<file path="config.mk">
export PLATFORM = sky130hd
export DESIGN_NAME = hdmi_period_scheduler_flat
export DESIGN_NICKNAME = d
export VERILOG_FILES = /design/src/rtl/hdmi_period_scheduler_if.sv /design/src/rtl/hdmi_period_scheduler.sv /design/src/flat_wrapper.sv
export SDC_FILE = /design/constraint.sdc
export NUM_CORES = 1
export LEC_CHECK = 0
export CAP_MARGIN = 0
export CORE_MARGIN = 8
export CORE_UTILIZATION = 37
export DETAILED_ROUTE_END_ITERATION = 7
export PLACE_DENSITY = 0.78
export RECOVER_POWER = 25
export SYNTH_ARGS = -nofsm -noshare
export SYNTH_HDL_FRONTEND = slang
export SYNTH_SLANG_ARGS = --single-unit
</file>
<file path="constraint.sdc">
create_clock -name clk_pixel -period 1.89 [get_ports clk_pixel]
set_clock_uncertainty 0.1 [all_clocks]
set_input_delay 0.189 -clock clk_pixel [delete_from_list [all_inputs] [get_ports clk_pixel]]
set_output_delay 0.189 -clock clk_pixel [all_outputs]
set_load 0.01 [all_outputs]
</file>
<file path="src/rtl/hdmi_period_scheduler_if.sv">
// Timing-generator / packet-assembler / TMDS-mode bundle of hdmi_period_scheduler.
// master drives cx/cy/packet_req; slave (the scheduler) drives the period selects.
interface hdmi_period_scheduler_if #(
  parameter int unsigned BIT_WIDTH  = 10,
  parameter int unsigned BIT_HEIGHT = 10
);
  logic [BIT_WIDTH-1:0]  cx;
  logic [BIT_HEIGHT-1:0] cy;
  logic                  packet_req;
  logic [2:0]            mode;
  logic [3:0]            ctl;
  logic                  packet_start;
  logic [4:0]            packet_pixel;
  logic                  island_active;

  modport master (
    output cx, cy, packet_req,
    input  mode, ctl, packet_start, packet_pixel, island_active
  );

  modport slave (
    input  cx, cy, packet_req,
    output mode, ctl, packet_start, packet_pixel, island_active
  );
endinterface

</file>
<file path="src/rtl/hdmi_period_scheduler.sv">
// Per-pixel HDMI period sequencer (control/preamble/guard/video/data island), latency 1.
// Define DATA_ISLAND_EN for HDMI data islands; undefined gives a DVI-only build.
module hdmi_period_scheduler #(
  parameter int unsigned BIT_WIDTH      = 10,
  parameter int unsigned BIT_HEIGHT     = 10,
  parameter int unsigned SCREEN_START_X = 160,
  parameter int unsigned SCREEN_START_Y = 45,
  parameter int unsigned MAX_PACKETS    = 18
) (
  input  logic                   clk_pixel,
  input  logic                   reset_n,
  hdmi_period_scheduler_if.slave bus
);

  localparam int unsigned VP = SCREEN_START_X - 10;

  if (SCREEN_START_X < 60) begin : g_bad_start_x
    $error("SCREEN_START_X must be >= 60");
  end
  if ((MAX_PACKETS < 1) || (MAX_PACKETS > 18)) begin : g_bad_max_packets
    $error("MAX_PACKETS must be within 1..18");
  end

`ifdef DATA_ISLAND_EN
  localparam int unsigned LIMIT   = SCREEN_START_X - 14;
  localparam logic [4:0]  PKT_MAX = 5'(MAX_PACKETS);

  typedef enum logic [2:0] {
    S_CTRL, S_VID_PRE, S_VID_GUARD, S_VIDEO,
    S_ISL_PRE, S_ISL_GUARD_L, S_ISL_DATA, S_ISL_GUARD_T
  } state_t;
`else
  typedef enum logic [1:0] {S_CTRL, S_VID_PRE, S_VID_GUARD, S_VIDEO} state_t;
`endif

  logic [BIT_WIDTH-1:0]  cx;
  logic [BIT_HEIGHT-1:0] cy;
  logic                  at_vp;

  assign cx    = bus.cx;
  assign cy    = bus.cy;
  assign at_vp = (32'(cy) >= SCREEN_START_Y) && (32'(cx) == VP);

  state_t     state_q, state_d;
  logic [4:0] cnt_q, cnt_d, cnt_inc;
  logic [2:0] mode_q, mode_d;
  logic [3:0] ctl_q, ctl_d;

  assign cnt_inc = (cnt_q == 5'd31) ? cnt_q : cnt_q + 5'd1;

`ifdef DATA_ISLAND_EN
  logic [4:0] pkt_q, pkt_d, pkt_inc, pixel_q, pixel_d;
  logic       cont_q, cont_d, start_q, start_d, active_q, active_d;
  logic       island_ok, room_next;

  assign pkt_inc = (pkt_q == 5'd31) ? pkt_q : pkt_q + 5'd1;
  // An island must fit preamble, guards, one packet and 4 control pixels before VP.
  assign island_ok = bus.packet_req && (32'(cx) >= 32'd4) && (32'(cx) + 32'd44 <= LIMIT);
  assign room_next = (32'(cx) + 32'd35) <= LIMIT;
`else
  logic unused_packet_req;
  assign unused_packet_req = bus.packet_req;
`endif

  // Next state for the pixel at the current cx/cy, from the previous pixel's state.
  always_comb begin
    state_d = state_q;
    cnt_d   = cnt_inc;
`ifdef DATA_ISLAND_EN
    pkt_d   = pkt_q;
    cont_d  = cont_q;
`endif
    unique case (state_q)
      S_CTRL: begin
        cnt_d = '0;
`ifdef DATA_ISLAND_EN
        if (island_ok) state_d = S_ISL_PRE;
`endif
      end
      S_VID_PRE: if (cnt_q == 5'd7) begin
        state_d = S_VID_GUARD;
        cnt_d   = '0;
      end
      S_VID_GUARD: if (cnt_q == 5'd1) begin
        state_d = S_VIDEO;
        cnt_d   = '0;
      end
      S_VIDEO: begin
        cnt_d = '0;
        if (cx == '0) state_d = S_CTRL;
      end
`ifdef DATA_ISLAND_EN
      S_ISL_PRE: if (cnt_q == 5'd7) begin
        state_d = S_ISL_GUARD_L;
        cnt_d   = '0;
      end
      S_ISL_GUARD_L: if (cnt_q == 5'd1) begin
        state_d = S_ISL_DATA;
        cnt_d   = '0;
        pkt_d   = 5'd1;
      end
      S_ISL_DATA: if (cnt_q == 5'd31) begin
        cnt_d = '0;
        if (cont_q) pkt_d = pkt_inc;
        else        state_d = S_ISL_GUARD_T;
      end
      S_ISL_GUARD_T: if (cnt_q == 5'd1) begin
        state_d = S_CTRL;
        cnt_d   = '0;
      end
`endif
      default: begin
        state_d = S_CTRL;
        cnt_d   = '0;
      end
    endcase
`ifdef DATA_ISLAND_EN
    // Continuation is judged on the last pixel of each packet, with that pixel's cx.
    if ((state_d == S_ISL_DATA) && (cnt_d == 5'd31))
      cont_d = bus.packet_req && (pkt_d < PKT_MAX) && room_next;
`endif
    if (at_vp) begin
      state_d = S_VID_PRE;
      cnt_d   = '0;
    end
  end

  // Period selects for the pixel being scheduled.
  always_comb begin
    mode_d = 3'd0;
    ctl_d  = 4'd0;
`ifdef DATA_ISLAND_EN
    start_d  = 1'b0;
    pixel_d  = 5'd0;
    active_d = 1'b0;
`endif
    unique case (state_d)
      S_VID_PRE:   ctl_d  = 4'b0001;
      S_VID_GUARD: mode_d = 3'd2;
      S_VIDEO:     mode_d = 3'd1;
`ifdef DATA_ISLAND_EN
      S_ISL_PRE: begin
        ctl_d    = 4'b0101;
        active_d = 1'b1;
      end
      S_ISL_GUARD_L, S_ISL_GUARD_T: begin
        mode_d   = 3'd4;
        active_d = 1'b1;
      end
      S_ISL_DATA: begin
        mode_d   = 3'd3;
        start_d  = (cnt_d == 5'd0);
        pixel_d  = cnt_d;
        active_d = 1'b1;
      end
`endif
      default: mode_d = 3'd0;
    endcase
  end

  always_ff @(posedge clk_pixel or negedge reset_n) begin
    if (!reset_n) begin
      state_q <= S_CTRL;
      cnt_q   <= '0;
      mode_q  <= '0;
      ctl_q   <= '0;
    end else begin
      state_q <= state_d;
      cnt_q   <= cnt_d;
      mode_q  <= mode_d;
      ctl_q   <= ctl_d;
    end
  end

`ifdef DATA_ISLAND_EN
  always_ff @(posedge clk_pixel or negedge reset_n) begin
    if (!reset_n) begin
      pkt_q    <= '0;
      cont_q   <= 1'b0;
      start_q  <= 1'b0;
      pixel_q  <= '0;
      active_q <= 1'b0;
    end else begin
      pkt_q    <= pkt_d;
      cont_q   <= cont_d;
      start_q  <= start_d;
      pixel_q  <= pixel_d;
      active_q <= active_d;
    end
  end

  assign bus.packet_start  = start_q;
  assign bus.packet_pixel  = pixel_q;
  assign bus.island_active = active_q;
`else
  assign bus.packet_start  = 1'b0;
  assign bus.packet_pixel  = 5'd0;
  assign bus.island_active = 1'b0;
`endif

  assign bus.mode = mode_q;
  assign bus.ctl  = ctl_q;

endmodule
</file>
<file path="src/flat_wrapper.sv">
// flat-port wrapper written by rule: the top's interface ports become plain ports
module hdmi_period_scheduler_flat 
#(
  parameter int unsigned BIT_WIDTH      = 10,
  parameter int unsigned BIT_HEIGHT     = 10,
  parameter int unsigned SCREEN_START_X = 160,
  parameter int unsigned SCREEN_START_Y = 45,
  parameter int unsigned MAX_PACKETS    = 18
)
  (clk_pixel, reset_n, bus_cx, bus_cy, bus_packet_req, bus_mode, bus_ctl, bus_packet_start, bus_packet_pixel, bus_island_active);
  hdmi_period_scheduler_if #(.BIT_WIDTH(BIT_WIDTH), .BIT_HEIGHT(BIT_HEIGHT)) bus_i ();
  input  logic clk_pixel;
  input  logic reset_n;
  input wire logic [$bits(bus_i.cx)-1:0] bus_cx;
  input wire logic [$bits(bus_i.cy)-1:0] bus_cy;
  input wire logic [$bits(bus_i.packet_req)-1:0] bus_packet_req;
  output wire logic [$bits(bus_i.mode)-1:0] bus_mode;
  output wire logic [$bits(bus_i.ctl)-1:0] bus_ctl;
  output wire logic [$bits(bus_i.packet_start)-1:0] bus_packet_start;
  output wire logic [$bits(bus_i.packet_pixel)-1:0] bus_packet_pixel;
  output wire logic [$bits(bus_i.island_active)-1:0] bus_island_active;
  assign bus_i.cx = bus_cx;
  assign bus_i.cy = bus_cy;
  assign bus_i.packet_req = bus_packet_req;
  assign bus_mode = bus_i.mode;
  assign bus_ctl = bus_i.ctl;
  assign bus_packet_start = bus_i.packet_start;
  assign bus_packet_pixel = bus_i.packet_pixel;
  assign bus_island_active = bus_i.island_active;
  hdmi_period_scheduler #(.BIT_WIDTH(BIT_WIDTH), .BIT_HEIGHT(BIT_HEIGHT), .SCREEN_START_X(SCREEN_START_X), .SCREEN_START_Y(SCREEN_START_Y), .MAX_PACKETS(MAX_PACKETS)) u_core (.clk_pixel(clk_pixel), .reset_n(reset_n), .bus(bus_i));
endmodule
</file>
==> summary.txt <==
Cells and area
  • N_diodes: 0
  • Net count reported at finish: 126
  • Share of final-layout standard cells stronger than drive strength 1: 15.00%
  • Area growth, synth to finish: 46.83%

Power and ir drop
  • Power per cell area: 857.3 nW/um^2
  • Post-layout total power: 0.8206 mW
  • Worst IR Drop VDD: 0.3988 mV
  • Leakage power of the design: about 0.42 nW

Yosys
  • Cells after synthesis: 68
  • Top cell types by occurrence after synthesis: sky130_fd_sc_hd__buf_4 (11), sky130_fd_sc_hd__dfrtp_1 (10), sky130_fd_sc_hd__nand2_1 (7)
  • Proportion of register bits with asynchronous set or reset after synthesis: 100.0%
  • Part of the Yosys area used for sequential elements: 38.39%
  • Predominant post-synthesis flop cell: sky130_fd_sc_hd__dfrtp_1
  • Largest cells by area after synthesis: sky130_fd_sc_hd__dfrtp_1 (38%), sky130_fd_sc_hd__buf_4 (13%), sky130_fd_sc_hd__nand2_1 (4.0%)
  • Most frequently used cell type in the post-synthesis netlist: sky130_fd_sc_hd__buf_4
  • Count of yosys warnings during synthesis: 0
  • Portion of synthesized cell area occupied by the leading cell type: approximately two fifths
  • Summed instance area of the synthesized netlist: approximately 650 um^2
  • EDFF count, synth: 0
  • Count of cell types in the netlist: 28
  • Mean instance size in the synthesized netlist: 9.586 um^2
  • Post-synth top area cell: sky130_fd_sc_hd__dfrtp_1
  • Post-synthesis register bit count: 10

STA
  • Share of the clock period used by the worst path: 92.90%
  • Number of setup violations in the final report: 0
  • Setup repair after global routing missed its margin: false
  • Final sum of negative setup slack: 0 ps
  • Hold Fails Final Rpt: 0
  • Max Clk Rate: 0.5696 GHz
  • Final critical path time including I/O delays and setup: 1756 ps
  • Number of max-slew violations in the final report: 0

Worst setup path
  • Req. time, crit path: 1970 ps
  • Family with the most delay on the worst path: simple AND/OR/NAND/NOR gates
  • End of the worst register-to-register path: u_core.cnt_q[1]
  • Start-to-end type of the worst setup path: flip-flop to flip-flop
  • Most Frequent Cell on Critical Path: sky130_fd_sc_hd__buf_4
  • Worst reg-to-reg setup slack: 130 ps
  • Crit path buffers/inverters: 2
  • Launching element type of the critical path: flip-flop
  • Crit path max-delay cell type: sky130_fd_sc_hd__dfrtp_1
  • Reg2reg start: u_core.cnt_q[0]
  • CP Cell Sequence: ha_1 -> nor4b_1 -> buf_4 -> nor3b_4 -> o32ai_1 -> buf_4 -> a211oi_1
  • Crit path capture type: flip-flop
  • Worst-path fanout max: 4
  • Maximum single-stage delay on the critical path: 380 ps
  • Depth of the worst register-to-register path: 7
  • Arrival @ worst endpoint: 1830 ps

Outcome
  • Run status: complete, no violations

Routing
  • Detailed-route via count: 610
  • Post-DR wirelength/cell: around 13 um
  • Starting DRC count in detailed routing: 11
  • Total DRC errors in the routed layout: 0
  • Total wire length: approximately 1600 um
  • Via-to-Cell Ratio: 5.214
  • Antenna viol nets, final: 0
  • First-pass detailed-route iteration total: 4

Clock network
  • Clock-pin slew of the registers on the worst-case setup and hold paths: 70 ps
  • Deepest level of the CTS H-tree: 1
  • Clock Latency Late Sink: 260 ps
  • Worst-case clock buffer depth: 2
  • Clock root buffer: sky130_fd_sc_hd__clkbuf_4
  • CTS tree: built
  • Clock net sink count: 10
  • Total CTS buffers: 3

Global route
  • Number of global-route vias before repair: 675
  • Largest net degree at the start of global routing: 11
  • GR Util All Layers: 10.13%
  • First-pass GRT wire length: around 2700 um
  • Initial antenna violation count: 0
  • Grt ovf: 0

Run
  • Count of max-cap constraint violations: 0

Die
  • Die outline height: 57.98 um
  • Std-Cell Core Area: 1689 um^2
  • Die area: 3361 um^2
  • Die width: 57.98 um
  • Effective utilization at floorplan: 38.59%
  • Boundary pin count: 37
  • Number of cell rows: 15

Placement
  • Detailed placement HPWL: 1325 um
  • Final weighted congestion of routability-driven global placement: between 0.7 and 0.8
  • Count of port buffers added during placement: 24

Hold path
  • Type of the tightest min-delay check: primary input to asynchronous set/reset pin
-- metal layers --
| layer | vias to the layer above | GRT usage, % | routed length (um) |
|---|---|---|---|
| met2 | 31 | 16.24 | 722 |
| met1 | 283 | 11.84 | 690 |
| li1 | 292 | - | - |
| met5 | - | 0 | 0 |
| met3 | 4 | 1.987 | 102 |
| met4 | 0 | 6.993 | 42 |
-- report_power, final --
| group | switching, mW | leakage, nW | total [mW] | internal, mW |
|---|---|---|---|---|
| sequential | 0.0320 | 0.126 | 0.294 | 0.262 |
| combinational | 0.137 | 0.277 | 0.332 | 0.195 |
| clock | 0.0769 | 0.0210 | 0.194 | 0.117 |
-- placed cells by master, fill, tap and decap left out, types with 2 or more instances in the layout --
master | synthesis | final
sky130_fd_sc_hd__nand3_1 | 2 | 2
sky130_fd_sc_hd__clkdlybuf4s50_1 | 0 | 23
sky130_fd_sc_hd__dfrtp_1 | 10 | 10
sky130_fd_sc_hd__nor2_1 | 5 | 5
sky130_fd_sc_hd__nor2b_1 | 3 | 3
sky130_fd_sc_hd__nor4_1 | 2 | 2
sky130_fd_sc_hd__conb_1 | 1 | 11
sky130_fd_sc_hd__nand2_1 | 7 | 7
sky130_fd_sc_hd__and3_1 | 2 | 2
sky130_fd_sc_hd__ha_1 | 2 | 2
sky130_fd_sc_hd__inv_1 | 2 | 2
sky130_fd_sc_hd__o221a_2 | 2 | 2
sky130_fd_sc_hd__a211oi_1 | 3 | 3
sky130_fd_sc_hd__nand4_1 | 2 | 2
sky130_fd_sc_hd__buf_4 | 11 | 6
sky130_fd_sc_hd__clkbuf_4 | 0 | 3
-- final cells by class --
cell class              instances  area (um^2)
fillers                       150        732.0
clock buffers                   4        36.28
repair buffers                 30        285.3
flip-flops and latches         10        250.2
inverters                       2        7.507
well taps                      17        21.27
multi-input cells              54        356.6
-- worst max-delay path by stage --
stage,start,to,depth (start not counted)
6_report,u_core.cnt_q[0],u_core.cnt_q[1],7
5_1_grt,u_core.cnt_q[1],u_core.cnt_q[1],8
4_1_cts,u_core.cnt_q[0],u_core.cnt_q[1],7
3_5_place_dp,bus_cx[9],u_core.bus.mode[0],5
3_3_place_gp,bus_cx[9],u_core.bus.mode[0],5
2_1_floorplan,u_core.cnt_q[0],u_core.cnt_q[0],5
-- sequential cells by signal, indices dropped and copies added, names as in the netlist --
register / cells
u_core.cnt_q: 5
u_core.bus.mode: 2
u_core.state_q: 2
u_core.bus.ctl: 1
-- metrics by stage --
step | hold slack (ps) | cell area, um^2 | instances | setup WS (ps) | utilization [%]
2_1_floorplan | -206.6 | 689.4 | 78 | 343.6 | -
3_3_place_gp | 431.2 | 908.4 | 113 | -1.974 | 53.78
3_5_place_dp | 430.5 | 908.4 | 113 | -27.95 | 53.78
4_1_cts | 142.0 | 944.7 | 117 | 50.05 | 55.93
5_1_grt | 255.3 | 957.2 | 117 | 6.152 | 56.67
6_report | 195.7 | 957.2 | 117 | 134.3 | 56.67
-- repair_timing --
item / in CTS / in global routing
hold buffers: 0 / 0
setup buffers: 0 / 0
resized for setup: 0 / 2
setup endpoints to repair: 0 / 3
-- cell families after synthesis --
logic type	share of synthesized area (%)
xor+xnor	1.344
fa+ha+maj	3.838
other cells	0.5753
buf+inv	14.59
flops	38.39
compound gates	14.20
simple gates	27.06
No activity file was read; power rests on OpenSTA's default activity.
